[src/rtl/alu_ctrl_pkg.sv]
// Shared types for the ALU sharing controller:
// opcodes, sequencer states and response flag bit positions.
package alu_ctrl_pkg;

  localparam logic [2:0] OP_PASS = 3'd0;
  localparam logic [2:0] OP_NOT  = 3'd1;
  localparam logic [2:0] OP_ADD  = 3'd2;
  localparam logic [2:0] OP_NOR  = 3'd3;
  localparam logic [2:0] OP_SUB  = 3'd4;
  localparam logic [2:0] OP_NAND = 3'd5;
  localparam logic [2:0] OP_AND  = 3'd6;
  localparam logic [2:0] OP_SLT  = 3'd7;

  typedef enum logic [1:0] {
    S_IDLE = 2'd0,
    S_WAIT = 2'd1,
    S_RESP = 2'd2
  } state_e;

  localparam int FLG_OVF   = 2;
  localparam int FLG_CARRY = 1;
  localparam int FLG_ZERO  = 0;

  function automatic logic [1:0] onehot2(input logic idx);
    return idx ? 2'b10 : 2'b01;
  endfunction

endpackage

[src/rtl/rr_arbiter2.sv]
// Two-way round-robin arbiter: one-hot grant,
// tie goes to the side not granted last.
module rr_arbiter2 (
  input  logic       clk,
  input  logic       rst_n,
  input  logic [1:0] req_i,
  input  logic       upd_i,
  output logic [1:0] gnt_o
);

  // prio_q = 1 means req1 wins a tie
  logic prio_q;
  logic prio_d;

  always_comb begin
    gnt_o = 2'b00;
    unique case (req_i)
      2'b01:   gnt_o = 2'b01;
      2'b10:   gnt_o = 2'b10;
      2'b11:   gnt_o = prio_q ? 2'b10 : 2'b01;
      default: gnt_o = 2'b00;
    endcase
  end

  always_comb begin
    prio_d = prio_q;
    if (upd_i && (|gnt_o)) begin
      prio_d = gnt_o[0];
    end
  end

  always_ff @(posedge clk or negedge rst_n) begin
    if (!rst_n) begin
      prio_q <= 1'b0;
    end else begin
      prio_q <= prio_d;
    end
  end

endmodule

[src/rtl/alu_share_ctrl.sv]
// Round-robin sharing of one ALU between two clients, one op in flight.
// Define ALU_SHARE_FLAGS_EN to return {overflow, carry, zero} with results.
module alu_share_ctrl
  import alu_ctrl_pkg::*;
#(
  parameter int WIDTH   = 32,
  parameter int ALU_LAT = 3
) (
  input  logic             clk,
  input  logic             rst_n,
  input  logic             req0_valid,
  output logic             req0_ready,
  input  logic [2:0]       req0_op,
  input  logic [WIDTH-1:0] req0_a,
  input  logic [WIDTH-1:0] req0_b,
  input  logic             req1_valid,
  output logic             req1_ready,
  input  logic [2:0]       req1_op,
  input  logic [WIDTH-1:0] req1_a,
  input  logic [WIDTH-1:0] req1_b,
  output logic             rsp0_valid,
  input  logic             rsp0_ready,
  output logic [WIDTH-1:0] rsp0_data,
  output logic [2:0]       rsp0_flags,
  output logic             rsp1_valid,
  input  logic             rsp1_ready,
  output logic [WIDTH-1:0] rsp1_data,
  output logic [2:0]       rsp1_flags,
  output logic [WIDTH-1:0] alu_r2,
  output logic [WIDTH-1:0] alu_r3,
  output logic [2:0]       alu_op,
  input  logic [WIDTH-1:0] alu_r1,
  input  logic             alu_zero,
  input  logic             alu_carry,
  input  logic             alu_overflow,
  output logic             busy
);

  localparam int CW = (ALU_LAT > 1) ? $clog2(ALU_LAT) : 1;
  localparam logic [CW-1:0] LAT_LD  = CW'(ALU_LAT - 1);
  localparam logic [CW-1:0] LAT_ONE = CW'(1);

  state_e           state_q, state_d;
  logic [CW-1:0]    lat_q, lat_d;
  logic             gnt_id_q, gnt_id_d;
  logic [WIDTH-1:0] r2_q, r2_d;
  logic [WIDTH-1:0] r3_q, r3_d;
  logic [2:0]       op_q, op_d;
  logic [1:0]       rv_q, rv_d;
  logic [WIDTH-1:0] data_q, data_d;

  logic [1:0] req_v;
  logic [1:0] gnt;
  logic [1:0] rdy;
  logic       hs;
  logic       rsp_rdy;
  logic       lat_zero;

  assign req_v    = {req1_valid, req0_valid};
  assign hs       = (state_q == S_IDLE) && (|req_v);
  assign rsp_rdy  = gnt_id_q ? rsp1_ready : rsp0_ready;
  assign lat_zero = (lat_q == '0);

  rr_arbiter2 u_arb (
    .clk   (clk),
    .rst_n (rst_n),
    .req_i (req_v),
    .upd_i (hs),
    .gnt_o (gnt)
  );

  always_ff @(posedge clk or negedge rst_n) begin
    if (!rst_n) begin
      state_q  <= S_IDLE;
      lat_q    <= '0;
      gnt_id_q <= 1'b0;
      r2_q     <= '0;
      r3_q     <= '0;
      op_q     <= '0;
      rv_q     <= 2'b00;
      data_q   <= '0;
    end else begin
      state_q  <= state_d;
      lat_q    <= lat_d;
      gnt_id_q <= gnt_id_d;
      r2_q     <= r2_d;
      r3_q     <= r3_d;
      op_q     <= op_d;
      rv_q     <= rv_d;
      data_q   <= data_d;
    end
  end

  always_comb begin
    state_d = state_q;
    unique case (state_q)
      S_IDLE:  if (hs) state_d = S_WAIT;
      S_WAIT:  if (lat_zero) state_d = S_RESP;
      S_RESP:  if (rsp_rdy) state_d = S_IDLE;
      default: state_d = S_IDLE;
    endcase
  end

  always_comb begin
    r2_d     = r2_q;
    r3_d     = r3_q;
    op_d     = op_q;
    gnt_id_d = gnt_id_q;
    lat_d    = lat_q;
    rv_d     = rv_q;
    data_d   = data_q;
    if (hs) begin
      gnt_id_d = gnt[1];
      lat_d    = LAT_LD;
      unique case (1'b1)
        gnt[1]: begin
          r2_d = req1_a;
          r3_d = req1_b;
          op_d = req1_op;
        end
        default: begin
          r2_d = req0_a;
          r3_d = req0_b;
          op_d = req0_op;
        end
      endcase
    end
    // ALU output is sampled on the edge the countdown expires
    if (state_q == S_WAIT) begin
      if (lat_zero) begin
        rv_d   = onehot2(gnt_id_q);
        data_d = alu_r1;
      end else begin
        lat_d = lat_q - LAT_ONE;
      end
    end
    if ((state_q == S_RESP) && rsp_rdy) begin
      rv_d = 2'b00;
    end
  end

  always_comb begin
    rdy = 2'b00;
    if ((state_q == S_IDLE) && rst_n) begin
      rdy = gnt;
    end
    busy = (state_q != S_IDLE);
  end

  assign req0_ready = rdy[0];
  assign req1_ready = rdy[1];
  assign rsp0_valid = rv_q[0];
  assign rsp1_valid = rv_q[1];
  assign rsp0_data  = rv_q[0] ? data_q : '0;
  assign rsp1_data  = rv_q[1] ? data_q : '0;
  assign alu_r2     = r2_q;
  assign alu_r3     = r3_q;
  assign alu_op     = op_q;

`ifdef ALU_SHARE_FLAGS_EN
  logic [2:0] flg_q, flg_d;

  always_comb begin
    flg_d = flg_q;
    if ((state_q == S_WAIT) && lat_zero) begin
      flg_d[FLG_OVF]   = alu_overflow;
      flg_d[FLG_CARRY] = alu_carry;
      flg_d[FLG_ZERO]  = alu_zero;
    end
  end

  always_ff @(posedge clk or negedge rst_n) begin
    if (!rst_n) begin
      flg_q <= 3'b000;
    end else begin
      flg_q <= flg_d;
    end
  end

  assign rsp0_flags = rv_q[0] ? flg_q : 3'b000;
  assign rsp1_flags = rv_q[1] ? flg_q : 3'b000;
`else
  logic unused_flags;
  assign unused_flags = alu_overflow ^ alu_carry ^ alu_zero;
  assign rsp0_flags   = 3'b000;
  assign rsp1_flags   = 3'b000;
`endif

endmodule

[config.mk]
export PLATFORM = sky130hd
export DESIGN_NAME = alu_share_ctrl
export DESIGN_NICKNAME = d
export VERILOG_FILES = /design/src/rtl/alu_ctrl_pkg.sv /design/src/rtl/rr_arbiter2.sv /design/src/rtl/alu_share_ctrl.sv
export SDC_FILE = /design/constraint.sdc
export NUM_CORES = 1
export LEC_CHECK = 0
export CAP_MARGIN = 20
export CORE_AREA = 2 2 124 126
export DETAILED_ROUTE_END_ITERATION = 10
export DIE_AREA = 0 0 126 128
export PLACE_DENSITY = 0.76
export SYNTH_ARGS = -nofsm -noshare
export SYNTH_HDL_FRONTEND = slang
export SYNTH_SLANG_ARGS = --single-unit
[constraint.sdc]
create_clock -name clk -period 3.9 [get_ports clk]
set_input_delay 1.17 -clock clk [delete_from_list [all_inputs] [get_ports clk]]
set_output_delay 1.17 -clock clk [all_outputs]
set_load 0.02 [all_outputs]
; After elaboration in Yosys (flattened, before gate mapping)
; Index checks and enable logic that the tools add are counted.
[word_totals]
word_cells = 52
reg_bits = 107
out_inout_bits = 142
[classes]
mux = 20
n_addsub = 1
n_reduce_logical = 14
eq_ne = 8
[ops]
columns = cell, n
row1 = 32-bit two-way mux, 4
row2 = 2-bit two-way mux, 12
row3 = 2-bit one-hot mux with 3 select lines, 2
row4 = "2-bit equality test, second input constant", 3
row5 = 2-bit nonzero test, 3
row6 = "2-bit by 1-bit equality test with 1-bit output, second input constant", 2
row7 = 1-bit logical AND, 4
row8 = 2-bit logical NOT, 2
row9 = "2-bit != test, second input constant", 2
row10 = 2-bit AND reduction, 2
row11 = 2-bit OR reduction, 2
row12 = 3-bit two-way mux, 1
row13 = 3-bit AND reduction, 1
row14 = "2-bit by 1-bit != test with 1-bit output, second input constant", 1
row15 = "2-bit by 1-bit subtractor with 2-bit output, second input constant", 1
row16 = 1-bit two-way mux, 1

; Logic depth before layout (Yosys ltp)
[depth]
ltp_word = 5
ltp_mapped = 6
mapped_depth_nobuf = 4

; Modules after synthesis
; A second synthesis with hierarchy kept.
[unflattened]
cells_unflattened = 398
area_unflattened_um2 = 5333.9
[modules_own_cells]
columns = mod, seq_area_each_um2, instances, cells_per_inst, area_each_um2
row1 = alu_share_ctrl, 2652.5, 1, 392, 5278.8
row2 = rr_arbiter2, 25.0, 1, 6, 55.1

; Worst setup path before layout
; No wires, ideal clock.
[synth_timing]
path_type = input to output
startpoint = input req1_valid
endpoint = output req1_ready
t_arrival_ps = 2224
path_stages = 4
setup_slack_ps = 506
path_buffers = 2
path_cell_list = buf_2 > o21ai_1 > buf_2 > nor3b_1
[synth_between]
elab_chain_len = 3
word_cells_on_any_way = 5
classes_between = eq/ne (3) / mux (2)
[synth_lines]
columns = element, line_no
row1 = start: declaration, alu_share_ctrl.sv:16  ; input logic req1_valid,
row2 = 2-bit equality test or 2-bit by 1-bit equality test with 1-bit output (tied branches), rr_arbiter2.sv:17  ; unique case (req_i)
row3 = 2-bit one-hot mux with 3 select lines *, rr_arbiter2.sv:17
row4 = 2-bit two-way mux *, alu_share_ctrl.sv:144  ; if ((state_q == S_IDLE) && rst_n) begin
row5 = end: declaration, alu_share_ctrl.sv:17  ; output logic req1_ready,
; Mark *: on every way between the ends. The rest lies on a longest branch, timed or not.

; Worst setup path after layout
[layout_timing]
startpoint = input req0_valid
endpoint = output req0_ready
[layout_between]
elab_chain_len = 3
word_cells_on_any_way = 5
classes_between = eq/ne (3) / mux (2)
[layout_lines]
columns = element, line_no
row1 = start: declaration, alu_share_ctrl.sv:11  ; input logic req0_valid,
row2 = 2-bit equality test or 2-bit by 1-bit equality test with 1-bit output (tied branches), rr_arbiter2.sv:17
row3 = 2-bit one-hot mux with 3 select lines *, rr_arbiter2.sv:17
row4 = 2-bit two-way mux *, alu_share_ctrl.sv:144
row5 = end: declaration, alu_share_ctrl.sv:12  ; output logic req0_ready,
; Marked as above.

==> results.py <==
metrics = {
    "run_status": {
        "outcome": "finished clean",
    },
    "job": {
        "cap_violations": 0,
    },
    "grt": {
        "antenna_found_initial": 2,
        "grt_pass1_wl_um": 27900,
        "grt_overflow": 0,
        "grt_use_total": 0.218,
        "grt_max_degree": 72,
        "grt_pass1_vias": 5116,
    },
    "synth": {
        "synth_ff_type": "dfrtp_1",
        "netlist.area_leader.share": 0.502,
        "ys_seq_area_frac": 0.502,
        "synth_most_common_cell": "dfrtp_1",
        "synth-seq-cells": 107,
        "async_flop_share": 1.00,
        "synth_common_cells": "dfrtp_1 (107), nor2_1 (71), a21oi_1 (69)",
        "synthesis.area_um2": 5330,
        "avgSynthCellArea_um2": 9.56,
        "ys_types": 27,
        "synthCells": 558,
        "synthTopCellsByArea": "dfrtp_1 (50%), o31ai_1 (9.4%), and2_1 (7.5%)",
        "yosysWarnings": 0,
        "synth_top_cell_by_area": "dfrtp_1",
        "synth_edf_count": 0,
    },
    "die": {
        "dieArea_um2": 16100,
        "core_area_um2": 14900,
        "pin_count": 317,
        "die-width_um": 126,
        "rows": 45,
        "die_h_um": 128,
        "start_util": 0.359,
    },
    "finish": {
        "stdcell_area_um2": 8780,
        "drive_gt1_frac": 0.0843,
        "instances_no_fill": 1030,
        "final_nets": 1014,
        "area_growth_pct": 64.7,
        "antennaDiodeCount": 0,
        "utilization": 0.591,
    },
    "timing": {
        "fmax_mhz": 261,
        "min_period_ns": 3.83,
        "fin_skew_ns": 0.0104,
        "hold_ws_ns": 0.507,
        "drv_slew": 0,
        "rsz0062_at_grt": "false",
        "fin_tns_setup_ns": 0,
        "setup_slack_ns": 0.0708,
        "min_period_over_period": 0.982,
        "hold_violations": 0,
        "worstMarginPinSlew_ns": 0.803,
        "setup_viol": 0,
        "max_slew_margin": 0.465,
    },
    "detailed_routing": {
        "drc": 0,
        "dr.pass1.iters": 4,
        "dr_wl_met3_um": 1320,
        "dr.first_iter.drc_count": 247,
        "viasPerCell": 5.16,
        "wl_met2_um": 8910,
        "wire_per_inst_um": 17.6,
        "final_antenna_net_count": 0,
        "drt_wl_total_um": 18100,
        "vias": 5316,
        "top_layer_used": "met5",
        "wl_met1_um": 7360,
    },
    "power": {
        "power_leakage_nw": 3.52,
        "p_per_area_nw_per_um2": 762,
        "total_power_mw": 6.70,
        "irDropWorstVdd_mv": 0.316,
    },
    "clock_tree": {
        "cts_tree": "built",
        "htree_num_levels": 3,
        "numCtsBuffers": 9,
        "clock-sinks": 107,
        "postCtsSetupRepairBufs": 0,
        "ctsHoldBuffers": 0,
        "post_cts_resized": 0,
        "cts_max_path_buffers": 2,
        "clkTransAtPathRegs_ns": 0.07,
        "clock_latency_ns": 0.35,
        "cts_root_buf": "clkbuf_16",
    },
    "place": {
        "dpl.hpwl_um": 12800,
        "dp_cells": 1016,
        "port_buffers": 307,
        "routabilityCongestion": 0.803,
        "dpl_cell_area_um2": 8520,
        "dp_slack_ns": 0.0731,
    },
    "critical_path": {
        "crit_family": "buffers and inverters",
        "startpoint_type": "input port",
        "crit_start": "req0_valid",
        "cpPeakStageDelay_ns": 0.63,
        "cp_slowest_cell": "clkdlybuf4s50_1",
        "path_common_cell": "clkdlybuf4s50_1",
        "crit_fanout": 3,
        "crit_buf_inv": 2,
        "r2r-end": "alu_r3[28]",
        "cp.arrival_ns": 2.66,
        "endpoint_kind": "output port",
        "cp.required_ns": 2.73,
        "path_class": "in2out",
        "reg2reg_slack_ns": 2.14,
        "r2r_cells": 4,
        "timing.rr.start": "state_q[1]",
        "crit_chain": "clkdlybuf4s50_1 -> a21boi_4 -> and3_1 -> clkdlybuf4s50_1",
    },
    "min_path": {
        "hold_class": "reg2reg",
        "min_to": "alu_r3[13]",
        "hold_start": "alu_r3[13]",
        "hold_depth": 2,
    },
}
placed cells by master, fill, tap and decap left out, drive strengths merged, types with 3 or more instances in the layout:
cell           count
o31ai             67
nor2              72
a21oi             69
inv                4
mux2              32
buf               19
conb               6
o21ai             69
dfrtp            107
clkbuf            12
clkdlybuf4s50    304
and2              64
mux2i              3
tightest hold or removal path, delay by kind of cell, from the launching register on:
| kind | cells | cell delay (ns) |
|---|---|---|
| DFF | 1 | 0.34 |
| AOI/OAI and AO/OA | 2 | 0.14 |
layout make-up:
cell class                 count  area [um2]
tap                          188         235
sequential                   107        2680
multi-input combinational    394        2410
inverter                       4        15.0
clock inverter                 2        13.8
timing repair buffer         323        3180
clock buffer                  12         246
fill                        1393        6080
state kept, by name, indices dropped and copies added, names as in the netlist:
signal and flops:
alu_op 3, alu_r2 32, alu_r3 32, data_q 32, gnt_id_q 1, lat_q 2, rv_q 2, state_q 2
u_arb.prio_q 1
where the power goes:
| part | leakage, nW | internal (mW) | switching (mW) |
|---|---|---|---|
| Sequential | 1.30 | 1.66 | 0.315 |
| Clock | 0.128 | 0.445 | 0.393 |
| Combinational | 2.09 | 1.88 | 2.01 |
| Total | 3.52 | 3.98 | 2.71 |
worst max path at each step:
stage | to | slack, ns | cells past startpoint
6_report | req0_ready | 0.07 | 4
5_1_grt | req0_ready | 0.03 | 4
4_1_cts | req0_ready | 0.07 | 4
3_5_place_dp | req0_ready | 0.07 | 4
3_3_place_gp | req0_ready | 0.09 | 4
2_1_floorplan | req1_ready | 0.51 | 4
layer usage:
layer,global-route usage,up-vias
met2,0.371,245
met1,0.265,2508
li1,-,2515
met3,0.0626,44
met5,0,-
met4,0.0808,4
cells by family after synthesis:
logic type | Yosys count | share of synthesized area
buffers and inverters | 62 | 0.0542
multiplexers | 35 | 0.0732
flip-flops | 107 | 0.502
AO/OA/AOI/OAI | 210 | 0.232
other | 1 | 0.000703
AND/OR/NAND/NOR | 143 | 0.138
(Power assumes the default switching activity.)
